===== src/rtl/led_pattern_player_pkg.sv =====
// Shared types and entry field positions for the LED pattern player.
// Latency: none (types and constant functions only).
// Backpressure: not applicable.
package led_pattern_player_pkg;

    typedef enum logic [1:0] {
        ST_IDLE  = 2'd0,
        ST_FETCH = 2'd1,
        ST_WAIT  = 2'd2,
        ST_HOLD  = 2'd3
    } state_e;

    // Wide enough to count the extra BRAM read cycles (at most two)
    localparam int WAIT_CNT_W = 2;

    // Pattern occupies the low NUM_LEDS bits of an entry
    function automatic int pat_msb(input int num_leds);
        return num_leds - 1;
    endfunction

    // Hold count sits between the pattern and the last flag
    function automatic int hold_lsb(input int num_leds);
        return num_leds;
    endfunction

    function automatic int hold_msb(input int data_width);
        return data_width - 2;
    endfunction

    function automatic int hold_width(input int data_width, input int num_leds);
        return data_width - 1 - num_leds;
    endfunction

    // Top bit marks the final entry of a pattern list
    function automatic int last_bit(input int data_width);
        return data_width - 1;
    endfunction

endpackage


===== src/rtl/bram_port_if.sv =====
// Read/write BRAM port bundle (address, write enable, write data, read data).
// Latency: set by the attached memory, not by this bundle.
// Backpressure: none; the memory always accepts an address.
interface bram_port_if #(
    parameter int DATA_WIDTH = 32,
    parameter int ADDR_WIDTH = 10
);
    logic                  we;
    logic [ADDR_WIDTH-1:0] addr;
    logic [DATA_WIDTH-1:0] din;
    logic [DATA_WIDTH-1:0] dout;

    modport master (output we, output addr, output din, input dout);
    modport slave  (input we, input addr, input din, output dout);
endinterface


===== src/rtl/led_hold_counter.sv =====
// Down-counter that times how long one LED pattern stays on the outputs.
// Latency: load/decrement take effect on the next clock; done is registered state.
// Backpressure: none; decrement at zero is ignored.
module led_hold_counter #(
    parameter int WIDTH = 8
) (
    input  logic             i_clk,
    input  logic             i_rst_n,
    input  logic             i_load,
    input  logic [WIDTH-1:0] i_load_val,
    input  logic             i_dec,
    output logic             o_done
);

    logic [WIDTH-1:0] cnt_q;
    logic [WIDTH-1:0] cnt_d;

    // Load has priority over decrement; never wrap below zero
    always_comb begin
        cnt_d = cnt_q;
        if (i_load) begin
            cnt_d = i_load_val;
        end else if (i_dec && (cnt_q != '0)) begin
            cnt_d = cnt_q - 1'b1;
        end
    end

    // Count register
    always_ff @(posedge i_clk or negedge i_rst_n) begin
        if (!i_rst_n) begin
            cnt_q <= '0;
        end else begin
            cnt_q <= cnt_d;
        end
    end

    assign o_done = (cnt_q == WIDTH'(1));

endmodule


===== src/rtl/led_pattern_player.sv =====
// Plays a list of {pattern, hold, last} entries from BRAM onto the LED outputs.
// Latency: each entry is shown for max(H,1)+1+READ_LATENCY cycles; first FETCH one cycle after enable.
// Backpressure: none; dropping i_enable returns to IDLE next clock and discards any in-flight read.
module led_pattern_player
    import led_pattern_player_pkg::*;
#(
    parameter int DATA_WIDTH   = 32,
    parameter int ADDR_WIDTH   = 10,
    parameter int NUM_LEDS     = 4,
    parameter int READ_LATENCY = 1
) (
    input  logic                  i_clk,
    input  logic                  i_rst_n,
    input  logic                  i_enable,
    input  logic [ADDR_WIDTH-1:0] i_base_addr,
    output logic [NUM_LEDS-1:0]   o_leds,
    output logic                  o_busy,
    output logic                  o_wrap,
    bram_port_if.master           bram_port
);

    localparam int PAT_MSB  = pat_msb(NUM_LEDS);
    localparam int HOLD_LSB = hold_lsb(NUM_LEDS);
    localparam int HOLD_MSB = hold_msb(DATA_WIDTH);
    localparam int HOLD_W   = hold_width(DATA_WIDTH, NUM_LEDS);
    localparam int LAST_BIT = last_bit(DATA_WIDTH);

    state_e                  state_q, state_d;
    logic [ADDR_WIDTH-1:0]   addr_q, addr_d;
    logic [NUM_LEDS-1:0]     leds_q, leds_d;
    logic                    last_q, last_d;
    logic                    load_pend_q, load_pend_d;
    logic [WAIT_CNT_W-1:0]   wait_cnt_q, wait_cnt_d;

    logic [HOLD_W-1:0]       dout_hold;
    logic [HOLD_W-1:0]       hold_load_val;
    logic                    hold_load;
    logic                    hold_dec;
    logic                    hold_done;
    logic                    advance;
    logic                    wrap_now;

    // The first HOLD cycle is the one where dout is valid; it loads rather than counts
    assign dout_hold     = bram_port.dout[HOLD_MSB:HOLD_LSB];
    assign hold_load_val = (dout_hold == '0) ? HOLD_W'(1) : dout_hold;
    assign hold_load     = (state_q == ST_HOLD) && load_pend_q;
    assign hold_dec      = (state_q == ST_HOLD) && !load_pend_q;
    assign advance       = hold_dec && hold_done;
    assign wrap_now      = advance && (last_q || (addr_q == {ADDR_WIDTH{1'b1}}));

    // Read-only port: address follows the address register, which only moves on entry to FETCH
    assign bram_port.we   = 1'b0;
    assign bram_port.din  = '0;
    assign bram_port.addr = addr_q;

    led_hold_counter #(
        .WIDTH (HOLD_W)
    ) u_hold_cnt (
        .i_clk      (i_clk),
        .i_rst_n    (i_rst_n),
        .i_load     (hold_load),
        .i_load_val (hold_load_val),
        .i_dec      (hold_dec),
        .o_done     (hold_done)
    );

    // State register
    always_ff @(posedge i_clk or negedge i_rst_n) begin
        if (!i_rst_n) begin
            state_q <= ST_IDLE;
        end else begin
            state_q <= state_d;
        end
    end

    // Next-state: enable low overrides everything and parks in IDLE
    always_comb begin
        state_d = state_q;
        if (!i_enable) begin
            state_d = ST_IDLE;
        end else begin
            case (state_q)
                ST_IDLE:  state_d = ST_FETCH;
                ST_FETCH: state_d = (READ_LATENCY == 1) ? ST_HOLD : ST_WAIT;
                ST_WAIT:  state_d = (wait_cnt_q == '0) ? ST_HOLD : ST_WAIT;
                ST_HOLD:  state_d = advance ? ST_FETCH : ST_HOLD;
                default:  state_d = ST_IDLE;
            endcase
        end
    end

    // Outputs derived from registered state only
    always_comb begin
        o_busy = (state_q != ST_IDLE);
        o_wrap = wrap_now;
        o_leds = leds_q;
    end

    // Datapath next values: address sequencing, wait count, pattern capture
    always_comb begin
        addr_d      = addr_q;
        leds_d      = leds_q;
        last_d      = last_q;
        load_pend_d = 1'b0;
        wait_cnt_d  = wait_cnt_q;
        if (!i_enable) begin
            leds_d = '0;
        end else begin
            case (state_q)
                ST_IDLE: begin
                    addr_d = i_base_addr;
                end
                ST_FETCH: begin
                    if (READ_LATENCY == 1) begin
                        load_pend_d = 1'b1;
                    end else begin
                        wait_cnt_d = WAIT_CNT_W'(READ_LATENCY - 2);
                    end
                end
                ST_WAIT: begin
                    if (wait_cnt_q == '0) begin
                        load_pend_d = 1'b1;
                    end else begin
                        wait_cnt_d = wait_cnt_q - 1'b1;
                    end
                end
                ST_HOLD: begin
                    if (load_pend_q) begin
                        leds_d = bram_port.dout[PAT_MSB:0];
                        last_d = bram_port.dout[LAST_BIT];
                    end else if (advance) begin
                        addr_d = wrap_now ? i_base_addr : (addr_q + 1'b1);
                    end
                end
                default: begin
                    addr_d = addr_q;
                end
            endcase
        end
    end

    // Datapath registers
    always_ff @(posedge i_clk or negedge i_rst_n) begin
        if (!i_rst_n) begin
            addr_q      <= '0;
            leds_q      <= '0;
            last_q      <= 1'b0;
            load_pend_q <= 1'b0;
            wait_cnt_q  <= '0;
        end else begin
            addr_q      <= addr_d;
            leds_q      <= leds_d;
            last_q      <= last_d;
            load_pend_q <= load_pend_d;
            wait_cnt_q  <= wait_cnt_d;
        end
    end

endmodule


===== src/flat_wrapper.sv =====
// flat-port wrapper written by rule: the top's interface ports become plain ports
module led_pattern_player_flat import led_pattern_player_pkg::*;
#(
    parameter int DATA_WIDTH   = 32,
    parameter int ADDR_WIDTH   = 10,
    parameter int NUM_LEDS     = 4,
    parameter int READ_LATENCY = 1
)
  (i_clk, i_rst_n, i_enable, i_base_addr, o_leds, o_busy, o_wrap, bram_port_we, bram_port_addr, bram_port_din, bram_port_dout);
  bram_port_if #(.DATA_WIDTH(DATA_WIDTH), .ADDR_WIDTH(ADDR_WIDTH)) bram_port_i ();
  input  logic i_clk;
  input  logic i_rst_n;
  input  logic i_enable;
  input  logic [ADDR_WIDTH-1:0] i_base_addr;
  output logic [NUM_LEDS-1:0] o_leds;
  output logic o_busy;
  output logic o_wrap;
  output wire logic [$bits(bram_port_i.we)-1:0] bram_port_we;
  output wire logic [$bits(bram_port_i.addr)-1:0] bram_port_addr;
  output wire logic [$bits(bram_port_i.din)-1:0] bram_port_din;
  input wire logic [$bits(bram_port_i.dout)-1:0] bram_port_dout;
  assign bram_port_we = bram_port_i.we;
  assign bram_port_addr = bram_port_i.addr;
  assign bram_port_din = bram_port_i.din;
  assign bram_port_i.dout = bram_port_dout;
  led_pattern_player #(.DATA_WIDTH(DATA_WIDTH), .ADDR_WIDTH(ADDR_WIDTH), .NUM_LEDS(NUM_LEDS), .READ_LATENCY(READ_LATENCY)) u_core (.i_clk(i_clk), .i_rst_n(i_rst_n), .i_enable(i_enable), .i_base_addr(i_base_addr), .o_leds(o_leds), .o_busy(o_busy), .o_wrap(o_wrap), .bram_port(bram_port_i));
endmodule

===== config.mk =====
export PLATFORM = sky130hd
export DESIGN_NAME = led_pattern_player_flat
export DESIGN_NICKNAME = d
export VERILOG_FILES = /design/src/rtl/led_pattern_player_pkg.sv /design/src/rtl/bram_port_if.sv /design/src/rtl/led_hold_counter.sv /design/src/rtl/led_pattern_player.sv /design/src/flat_wrapper.sv
export SDC_FILE = /design/constraint.sdc
export NUM_CORES = 1
export LEC_CHECK = 0
export ABC_CLOCK_PERIOD_IN_PS = 6650
export CORE_MARGIN = 1.5
export CORE_UTILIZATION = 54
export CTS_BUF_LIST = sky130_fd_sc_hd__clkbuf_2 sky130_fd_sc_hd__clkbuf_4 sky130_fd_sc_hd__clkbuf_8
export DETAILED_ROUTE_END_ITERATION = 7
export PLACE_DENSITY_LB_ADDON = 0.3
export SLEW_MARGIN = 20
export SYNTH_ARGS = -nofsm -noshare
export SYNTH_HDL_FRONTEND = slang
export SYNTH_HIERARCHICAL = 1
export SYNTH_SLANG_ARGS = --single-unit

===== constraint.sdc =====
create_clock -name i_clk -period 6.65 [get_ports i_clk]
set_clock_uncertainty 0.05 [all_clocks]
set_input_delay 0.665 -clock i_clk [delete_from_list [all_inputs] [get_ports i_clk]]
set_output_delay 0.665 -clock i_clk [all_outputs]
set_load 0.05 [all_outputs]

==> flow_summary.toml, run 1 <==
[logic_synthesis]
synth-adder-area-share = 0.03373
synthXorXnorAreaFrac = 0.04460
synth_compound_area_frac = 0.1698
ys_top_cells_by_area = "dfrtp_1 35%, buf_4 7.4%, nand2_1 4.6%"
synthSimpleGateAreaFrac = 0.1930
synth_top_family_by_area = "simple AND/OR/NAND/NOR gates"
yosysTopAreaCellShare = 0.3523
avgSynthCellArea_sq_um = 8.626
synth_cells = 387
synth_flop_cell = "dfrtp_1"
ys_seq_elements = 47
yosysWarnings = 6
yosysUniqueCellTypes = 60
synth_top_area_cell = "dfrtp_1"
synth_edf_count = 0
async_flop_share = 1.000
synth.mux.area_fraction = 0.04723
syn_area_sq_um = 3338
yosysSeqAreaShare = 0.3523

[timing]
rsz0062_at_grt = "false"
max-slew-margin-rel = 0.3668
finalCriticalPeriod_ns = 4.261
clock.fmax_ghz = 0.2347
finalHoldViolations = 0
tightest_slew_ns = 0.9497
setup_viol = 0
fin_crit_sh = 0.6407
fin_hold_ws_ns = 0.3250
fin_setup_tns_ns = 0
finalMaxSlewViolations = 0

[clock_network]
postCtsSetupRepairBufs = 0
clk_latency_ns = 0.30
htreeDepth = 2
cts_tree = "built"
clock-sinks = 47
cts-root-buf = "clkbuf_8"
cts.path.max_buffers = 2
ctsResizeCount = 0
cts_buffers = 5
path_clk_slew_ns = 0.09
cts_hold_buffers = 0

[critical_path]
crit_path_end_kind = "output pin"
path_class = "register to output pin"
r2r-end = "u_core/bram_port.addr[2]"
r2r-start = "u_core/u_hold_cnt/cnt_q[20]"
reg2reg_depth = 7
start_kind = "register"
crit_fanout = 14
cp.arrival_ns = 3.55
rrSetupSlack_ns = 2.96
cp.required_ns = 5.93
setup.worst_path.start = "u_core/u_hold_cnt/cnt_q[20]"

[power]
p_leak_nw = 1.488
power.density_nw_per_um2 = 311.1
ir_drop_mv = 0.2023
p_total_mw = 1.191

[die]
rows = 28
dieArea_sq_um = 6663
coreArea_sq_um = 5956
die_y_microns = 81.63
die_w_microns = 81.63
start_util = 0.5605
io_pins = 94

[grt]
grt_first_pass_wirelength_microns = 12180
grt_use_met2 = 0.3818
grt_busiest_layer = "met2"
gr-usage-met1 = 0.3146
track_usage = 0.2362
grt_overflow = 0
grt_max_degree = 48
antenna_found_initial = 0
grt_use_met3 = 0.04889
first_global_vias = 2570

[routing]
vias = 2789
drtIter0Drc = 177
drc = 0
wl_per_cell_microns = 15.11
wl_microns = 7388
drtAntennaViolNets = 0
via_per_inst = 5.703
first_pass_iters = 4

[min_path]
hold_class = "primary input to asynchronous set/reset pin"

[run_status]
status = "finished, final reports clean"

[layout]
multi_input_area_sq_um = 1754
regArea_sq_um = 1176
fillers = 529
final_area_sq_um = 3827
fin_nets = 467
syn2layout_area_growth_pct = 14.66
finalNonFillerCells = 489
layout_commonest_cell = "clkdlybuf4s50_1"
antenna_cells = 0
drive_gt1_frac = 0.07729
final_cell_mix = "59 x clkdlybuf4s50_1, 47 x dfrtp_1, 41 x nand2_1, 33 x conb_1, 22 x inv_1"

[placement]
placed_area_sq_um = 3721
gp_congestion = 0.8726
place_inst = 481
dp_hpwl_microns = 5307
portBuffers = 60

[flow_run]
maxCapViolations = 0
==> how the worst max path moves through the flow <==
stage,end,slack [ns]
CTS,o_wrap,2.39
finish,o_wrap,2.39
floorplan,o_wrap,3.19
detailed placement,o_wrap,2.73
global route,o_wrap,2.20
global placement,o_wrap,2.76
==> worst max-delay path, stage by stage, from the launching register on <==
cell	delay, ns
dfrtp_1	0.41
or4_1	0.62
or3_1	0.65
nor4b_1	0.41
nand2_1	0.18
nor2_1	0.15
clkdlybuf4s50_1	0.82
==> flip-flops by register name, summed over array words and instances, names as in the netlist <==
register	cells
u_core/bram_port.addr	10
u_core/last_q	1
u_core/load_pend_q	1
u_core/o_leds	4
u_core/state_q	2
u_core/u_hold_cnt/cnt_q	27
u_core/wait_cnt_q	2
==> Yosys cell counts (all sizes together), types with 2 or more instances <==
cell,count
dfrtp,47
nand2,41
buf,40
clkbuf,35
o21ai,24
inv,23
nor4,16
nor2,15
xnor2,12
ha,9
mux2i,9
or4,9
a22oi,8
nand3,8
nor3,7
o31ai,7
or3,7
a31oi,6
mux2,6
a211oi,5
a21boi,5
a21oi,5
nand4,5
xor2,5
o311ai,4
nor3b,3
o2111ai,3
o211ai,3
and2,2
and3,2
nor2b,2
==> stage by stage <==
stage / setup slack [ns] / utilization
4_1_cts: 2.387 / 0.6422
2_1_floorplan: 3.186 / -
3_5_place_dp: 2.732 / 0.6248
5_1_grt: 2.196 / 0.6426
6_report: 2.389 / 0.6426
3_3_place_gp: 2.756 / 0.6248
==> routing by layer <==
metal | vias up | part of all wire | wire length, microns
li1 | 1351 | - | -
met1 | 1315 | 0.44 | 3254
met2 | 110 | 0.47 | 3467
met3 | 13 | 0.072 | 533
met4 | 0 | 0.018 | 132
met5 | - | 0 | 0
==> final cells by class <==
cell class                 count  share of cell area
multi-input combinational    274              0.4583
sequential                    47              0.3073
timing repair buffer          62              0.1602
clock buffer                   8             0.02713
tap                           75             0.02452
inverter                      23             0.02256
==> cells by family (layout without fill, tap and decap cells) <==
logic type | Yosys count | in the layout
DFF | 47 | 47
muxes | 15 | 15
xor gates and xnor gates | 17 | 17
and+or+nand+nor | 122 | 122
adders and majority gates | 9 | 9
AOI/OAI and AO/OA | 78 | 78
other | 1 | 33
buffers and inverters | 98 | 93
==> power by group <==
group | internal (mW) | leakage, nW | switching (mW) | total, mW
registers | 0.388 | 0.539 | 0.119 | 0.507
clock network | 0.0991 | 0.0549 | 0.0947 | 0.194
logic | 0.195 | 0.894 | 0.295 | 0.490
Power figures use the tool's default switching activity.
==> run 2, diff against run 1 <==
--- a/config.mk
+++ b/config.mk
@@ -5,9 +5,9 @@
 export SDC_FILE = /design/constraint.sdc
 export NUM_CORES = 1
 export LEC_CHECK = 0
-export ABC_CLOCK_PERIOD_IN_PS = 6650
+export ABC_CLOCK_PERIOD_IN_PS = 4300
 export CORE_MARGIN = 1.5
-export CORE_UTILIZATION = 54
+export CORE_UTILIZATION = 50
 export CTS_BUF_LIST = sky130_fd_sc_hd__clkbuf_2 sky130_fd_sc_hd__clkbuf_4 sky130_fd_sc_hd__clkbuf_8
 export DETAILED_ROUTE_END_ITERATION = 7
 export PLACE_DENSITY_LB_ADDON = 0.3
==> constraint.sdc (replaced) <==
create_clock -name i_clk -period 4.3 [get_ports i_clk]
set_clock_uncertainty 0.05 [all_clocks]
set_input_delay 0.43 -clock i_clk [delete_from_list [all_inputs] [get_ports i_clk]]
set_output_delay 0.43 -clock i_clk [all_outputs]
set_load 0.05 [all_outputs]
==> run 2 against run 1 <==
Compared with the run above: cell area grew 0.98%; utilization fell by 3.7 points; hold slack lost 0.24 ns; non-clock buffer count up 3; sequential share of layout area down 0.30 points; register-to-register slack got worse by 1.7 ns; largest power group unchanged.
==> flow_summary.toml, run 2 (synthesis results as in run 1) <==
[critical_path]
crit_fanout = 7
cp.arrival_ns = 3.27
crit_path_end_kind = "output pin"
cp.required_ns = 3.82
path_class = "register to output pin"
start_kind = "register"

[die]
rows = 29
die_w_microns = 84.71
die_y_microns = 84.71
dieArea_sq_um = 7176
start_util = 0.5227
io_pins = 94
coreArea_sq_um = 6386

[clock_network]
clk_latency_ns = 0.30
cts.path.max_buffers = 2
cts-root-buf = "clkbuf_8"
cts_hold_buffers = 0
cts_buffers = 5
htreeDepth = 2
ctsResizeCount = 0
postCtsSetupRepairBufs = 0
path_clk_slew_ns = 0.09
cts_tree = "built"
clock-sinks = 47

[routing]
first_pass_iters = 4
dr_wl_met2_microns = 3422
wl_microns = 7297
vias = 2774
drc = 0
drtIter0Drc = 235
top_layer = "met4"
met3_length_microns = 527
drtAntennaViolNets = 0
wl_per_cell_microns = 14.77
via_per_inst = 5.615
wl_met1_microns = 3286

[layout]
fin_nets = 470
drive_gt1_frac = 0.08393
antenna_cells = 0
regArea_sq_um = 1176
layout_commonest_cell = "clkdlybuf4s50_1"
final_cell_mix = "59 x clkdlybuf4s50_1, 47 x dfrtp_1, 41 x nand2_1, 33 x conb_1, 22 x inv_1"
regMostFlops = "u_core/u_hold_cnt/cnt_q"
fillers = 563
largest_reg_flops = 27
syn2layout_area_growth_pct = 15.78
multi_input_area_sq_um = 1754
final_area_sq_um = 3865
finalNonFillerCells = 494

[placement]
dpl_worst_slack_ns = 0.8647
portBuffers = 60
placed_area_sq_um = 3746
gp_congestion = 0.8666
place_inst = 486
dp_hpwl_microns = 5292

[timing]
clock.fmax_ghz = 0.2668
finalHoldViolations = 0
tightest_slew_ns = 0.8168
fin_ws_ns = 0.5512
setup_viol = 0
fin_crit_sh = 0.8718
finalMaxSlewViolations = 0
max-slew-margin-rel = 0.4513
fin_setup_tns_ns = 0
rsz0062_at_grt = "false"
finalCriticalPeriod_ns = 3.749

[power]
power.density_nw_per_um2 = 484.8
p_sw_uw = 795.8
power.share.clock = 0.178
p_leak_nw = 1.505
ir_drop_mv = 0.2603
pwr-share-comb = 0.404
seqPwrFrac = 0.418
internal-power_mw = 1.078
switching_share = 0.4247

[flow_run]
maxCapViolations = 0

[grt]
first_global_vias = 2565
antenna_found_initial = 0
track_usage = 0.2081
grt_max_degree = 48
grt_overflow = 0
grt_first_pass_wirelength_microns = 12130

[run_status]
status = "finished, final reports clean"

[min_path]
hold_class = "primary input to asynchronous set/reset pin"
-- run 2: changes by cell type in the layout (fill, tap and decap cells not counted) --
cell / before / now
buf_4: 3 / 6
clkbuf_8: 7 / 5
bufinv_16: 0 / 1
clkbuf_4: 1 / 0
clkinv_4: 0 / 1
inv_6: 0 / 1
-- run 2: final timing paths --
| kind | from | to | slack [ns] | depth (start not counted) |
|---|---|---|---|---|
| setup / recovery | u_core/u_hold_cnt/cnt_q[20] | o_wrap | 0.55 | 6 |
| hold / removal | i_rst_n | u_core/u_hold_cnt/cnt_q[17] | 0.08 | 1 |
| setup reg to reg | u_core/state_q[1] | u_core/u_hold_cnt/cnt_q[25] | 1.26 | 7 |
| hold reg to reg | u_core/wait_cnt_q[0] | u_core/wait_cnt_q[0] | 0.44 | 1 |
| max in group asynchronous | i_rst_n | u_core/u_hold_cnt/cnt_q[6] | 3.70 | 1 |
| min in group i_clk | u_core/wait_cnt_q[0] | u_core/wait_cnt_q[0] | 0.44 | 1 |
-- run 2: layer usage --
| metal | global-route usage | vias to the layer above |
|---|---|---|
| met5 | 0 | - |
| met4 | 0.04252 | 0 |
| met3 | 0.03441 | 6 |
| met2 | 0.3405 | 109 |
| met1 | 0.2932 | 1312 |
| li1 | - | 1347 |
-- run 2: layout make-up --
cell class | count | area share
Timing Repair Buffer | 65 | 0.1645
Clock buffer | 5 | 0.01781
Multi-Input combinational cell | 274 | 0.4539
Sequential cell | 47 | 0.3043
Inverter | 23 | 0.02234
Tap cell | 77 | 0.02493
Clock inverter | 3 | 0.01230
-- run 2: power by group through the flow --
stage               clock network (mW)  logic, mW  registers, mW
floorplan                            0      0.441          0.886
global placement                     0      0.742          0.775
detailed placement                   0      0.755          0.786
CTS                              0.344      0.760          0.779
global route                     0.365      0.822          0.810
finish                           0.333      0.758          0.783
-- run 2: worst max-delay path, stage by stage (launching register included) --
cell	delay, ns
dfrtp_1	0.41
or4_1	0.65
or3_1	0.45
nor4b_1	0.30
nand2_1	0.17
nor2_1	0.18
clkdlybuf4s50_1	0.82
-- run 2: per-stage QoR --
step	utilization	total power [mW]	hold slack, ns
after floorplan	-	1.327	0.08441
after global placement	0.5866	1.517	0.4134
after detailed placement	0.5866	1.541	0.4214
after CTS	0.6048	1.883	0.2983
after global routing	0.6052	1.997	0.1161
final	0.6052	1.874	0.08222
==> run 3, diff against run 2 <==
--- a/config.mk
+++ b/config.mk
@@ -6,9 +6,11 @@
 export NUM_CORES = 1
 export LEC_CHECK = 0
 export ABC_CLOCK_PERIOD_IN_PS = 4300
+export CORE_ASPECT_RATIO = 2
 export CORE_MARGIN = 1.5
 export CORE_UTILIZATION = 50
 export CTS_BUF_LIST = sky130_fd_sc_hd__clkbuf_2 sky130_fd_sc_hd__clkbuf_4 sky130_fd_sc_hd__clkbuf_8
+export CTS_CLUSTER_DIAMETER = 100
 export DETAILED_ROUTE_END_ITERATION = 7
 export PLACE_DENSITY_LB_ADDON = 0.3
 export SLEW_MARGIN = 20
==> run 3 against run 2 <==
Compared with the run above: via count down 1.7%; sequential share of layout area down 0.069 points; worst setup slack lost 0.054 ns; combinational power about the same; non-clock buffer count rose by 1; cell area increased by 0.23%; sequential power fell by 0.9%; utilization is 1.1 points lower; register-to-register slack worse by 0.17 ns; cell count increased by 2.4%.
==> flow_summary.toml, run 3 (synthesis results as in run 1) <==
[critical_path]
crit_chain = "or4_1 -> or3_1 -> nor4b_1 -> nand2_1 -> nor2_1 -> clkdlybuf4s50_1"
reg2reg_depth = 8
crit_path_end_kind = "output pin"
cp.required_ns = 3.82
start_kind = "register"
r2r-start = "u_core/u_hold_cnt/cnt_q[21]"
crit_fanout = 7
crit_path_max_incr_delay_ns = 0.81
cp.arrival_ns = 3.32
cp.buffers_inverters = 1
rrSetupSlack_ns = 1.09
cp_top_family = "simple AND/OR/NAND/NOR gates"
slowest_stage = "clkdlybuf4s50_1"
path_class = "register to output pin"
r2r-end = "u_core/bram_port.addr[4]"

[timing]
fin_setup_tns_ns = 0
max-slew-margin-rel = 0.4309
setup_viol = 0
clock.fmax_ghz = 0.2630
fin_crit_sh = 0.8844
tightest_slew_ns = 0.8471
finalCriticalPeriod_ns = 3.803
finalMaxSlewViolations = 0
rsz0062_at_grt = "false"
finalHoldViolations = 0

[layout]
largest_reg_flops = 27
final_util = 0.5945
final_cell_mix = "59 x clkdlybuf4s50_1, 47 x dfrtp_1, 41 x nand2_1, 33 x conb_1, 22 x inv_1"
fillers = 637
drive_gt1_frac = 0.08612
fin_nets = 471
regMostFlops = "u_core/u_hold_cnt/cnt_q"
syn2layout_area_growth_pct = 16.04
layout_commonest_cell = "clkdlybuf4s50_1"
antenna_cells = 0

[routing]
drc = 0
first_pass_iters = 4
wl_per_cell_microns = 14.54
drtIter0Drc = 144
wl_microns = 7358
vias = 2728
drtAntennaViolNets = 0
via_per_inst = 5.391

[grt]
grt_max_degree = 48
grt_overflow = 0
track_usage = 0.2119
antenna_found_initial = 0
grt_first_pass_wirelength_microns = 11880
first_global_vias = 2608

[clock_network]
clock-sinks = 47
cts_buffers = 5
path_clk_slew_ns = 0.09
clk_latency_ns = 0.31
cts.path.max_buffers = 2
ctsResizeCount = 0
cts_tree = "built"
htreeDepth = 2
cts-root-buf = "clkbuf_8"
postCtsSetupRepairBufs = 0
cts_hold_buffers = 0

[die]
rows = 42
coreArea_sq_um = 6516
start_util = 0.5123
die_w_microns = 60.78
io_pins = 94
die_y_microns = 118.6
dieArea_sq_um = 7205

[placement]
portBuffers = 60
gp_congestion = 0.8621
dp_hpwl_microns = 5402

[run_status]
status = "finished, final reports clean"

[power]
p_leak_nw = 1.507
power.density_nw_per_um2 = 475.4
ir_drop_mv = 0.2541
p_total_mw = 1.842

[min_path]
hold_class = "primary input to asynchronous set/reset pin"

[flow_run]
maxCapViolations = 0
-- run 3: worst reg2reg max path, delay by kind of cell (launching register included) --
| family | cells | cell delay, ns |
|---|---|---|
| AO/OA/AOI/OAI | 3 | 0.81 |
| buffers and inverters | 1 | 0.26 |
| flip-flops | 1 | 0.40 |
| AND/OR/NAND/NOR | 4 | 1.62 |
-- run 3: worst max-delay path by stage --
stage / endpoint / slack [ns] / start / cells past startpoint
final: o_wrap / 0.50 / u_core/u_hold_cnt/cnt_q[21] / 6
after global routing: o_wrap / 0.31 / u_core/u_hold_cnt/cnt_q[21] / 6
after CTS: o_wrap / 0.47 / u_core/u_hold_cnt/cnt_q[21] / 6
after detailed placement: o_wrap / 0.84 / u_core/u_hold_cnt/cnt_q[20] / 6
after global placement: o_wrap / 0.89 / u_core/u_hold_cnt/cnt_q[20] / 6
after floorplan: o_wrap / 1.07 / u_core/u_hold_cnt/cnt_q[20] / 8
-- run 3: routing by layer --
| layer | vias up | GRT usage | routed length (microns) |
|---|---|---|---|
| li1 | 1348 | - | - |
| met1 | 1283 | 0.2794 | 3105 |
| met2 | 82 | 0.3353 | 3678 |
| met3 | 15 | 0.04048 | 380 |
| met4 | 0 | 0.08016 | 193 |
| met5 | - | 0 | 0 |
-- run 3: area by class of cell --
| cell class | count | area [sq um] | share of cell area |
|---|---|---|---|
| clock buffer | 8 | 103.9 | 0.02681 |
| inverter | 23 | 86.33 | 0.02229 |
| multi-input combinational | 274 | 1754 | 0.4528 |
| sequential | 47 | 1176 | 0.3036 |
| tap | 88 | 110.1 | 0.02842 |
| timing repair buffer | 66 | 643.1 | 0.1660 |
-- run 3: metrics by stage --
step	hold WS [ns]	worst slack (ns)	instance area [sq um]	std cells
after floorplan	0.08441	1.071	3458	419
after global placement	0.4112	0.8909	3767	498
after detailed placement	0.4212	0.8389	3767	498
after CTS	0.2861	0.4663	3871	506
after global routing	0.1166	0.3079	3874	506
final	0.06734	0.4972	3874	506
-- run 3: power by group --
| part | internal, mW | leakage (nW) | total, mW | switching, mW |
|---|---|---|---|---|
| clock | 0.153 | 0.0549 | 0.306 | 0.152 |
| combinational | 0.304 | 0.913 | 0.760 | 0.456 |
| sequential | 0.601 | 0.539 | 0.776 | 0.175 |
| total | 1.06 | 1.51 | 1.84 | 0.783 |
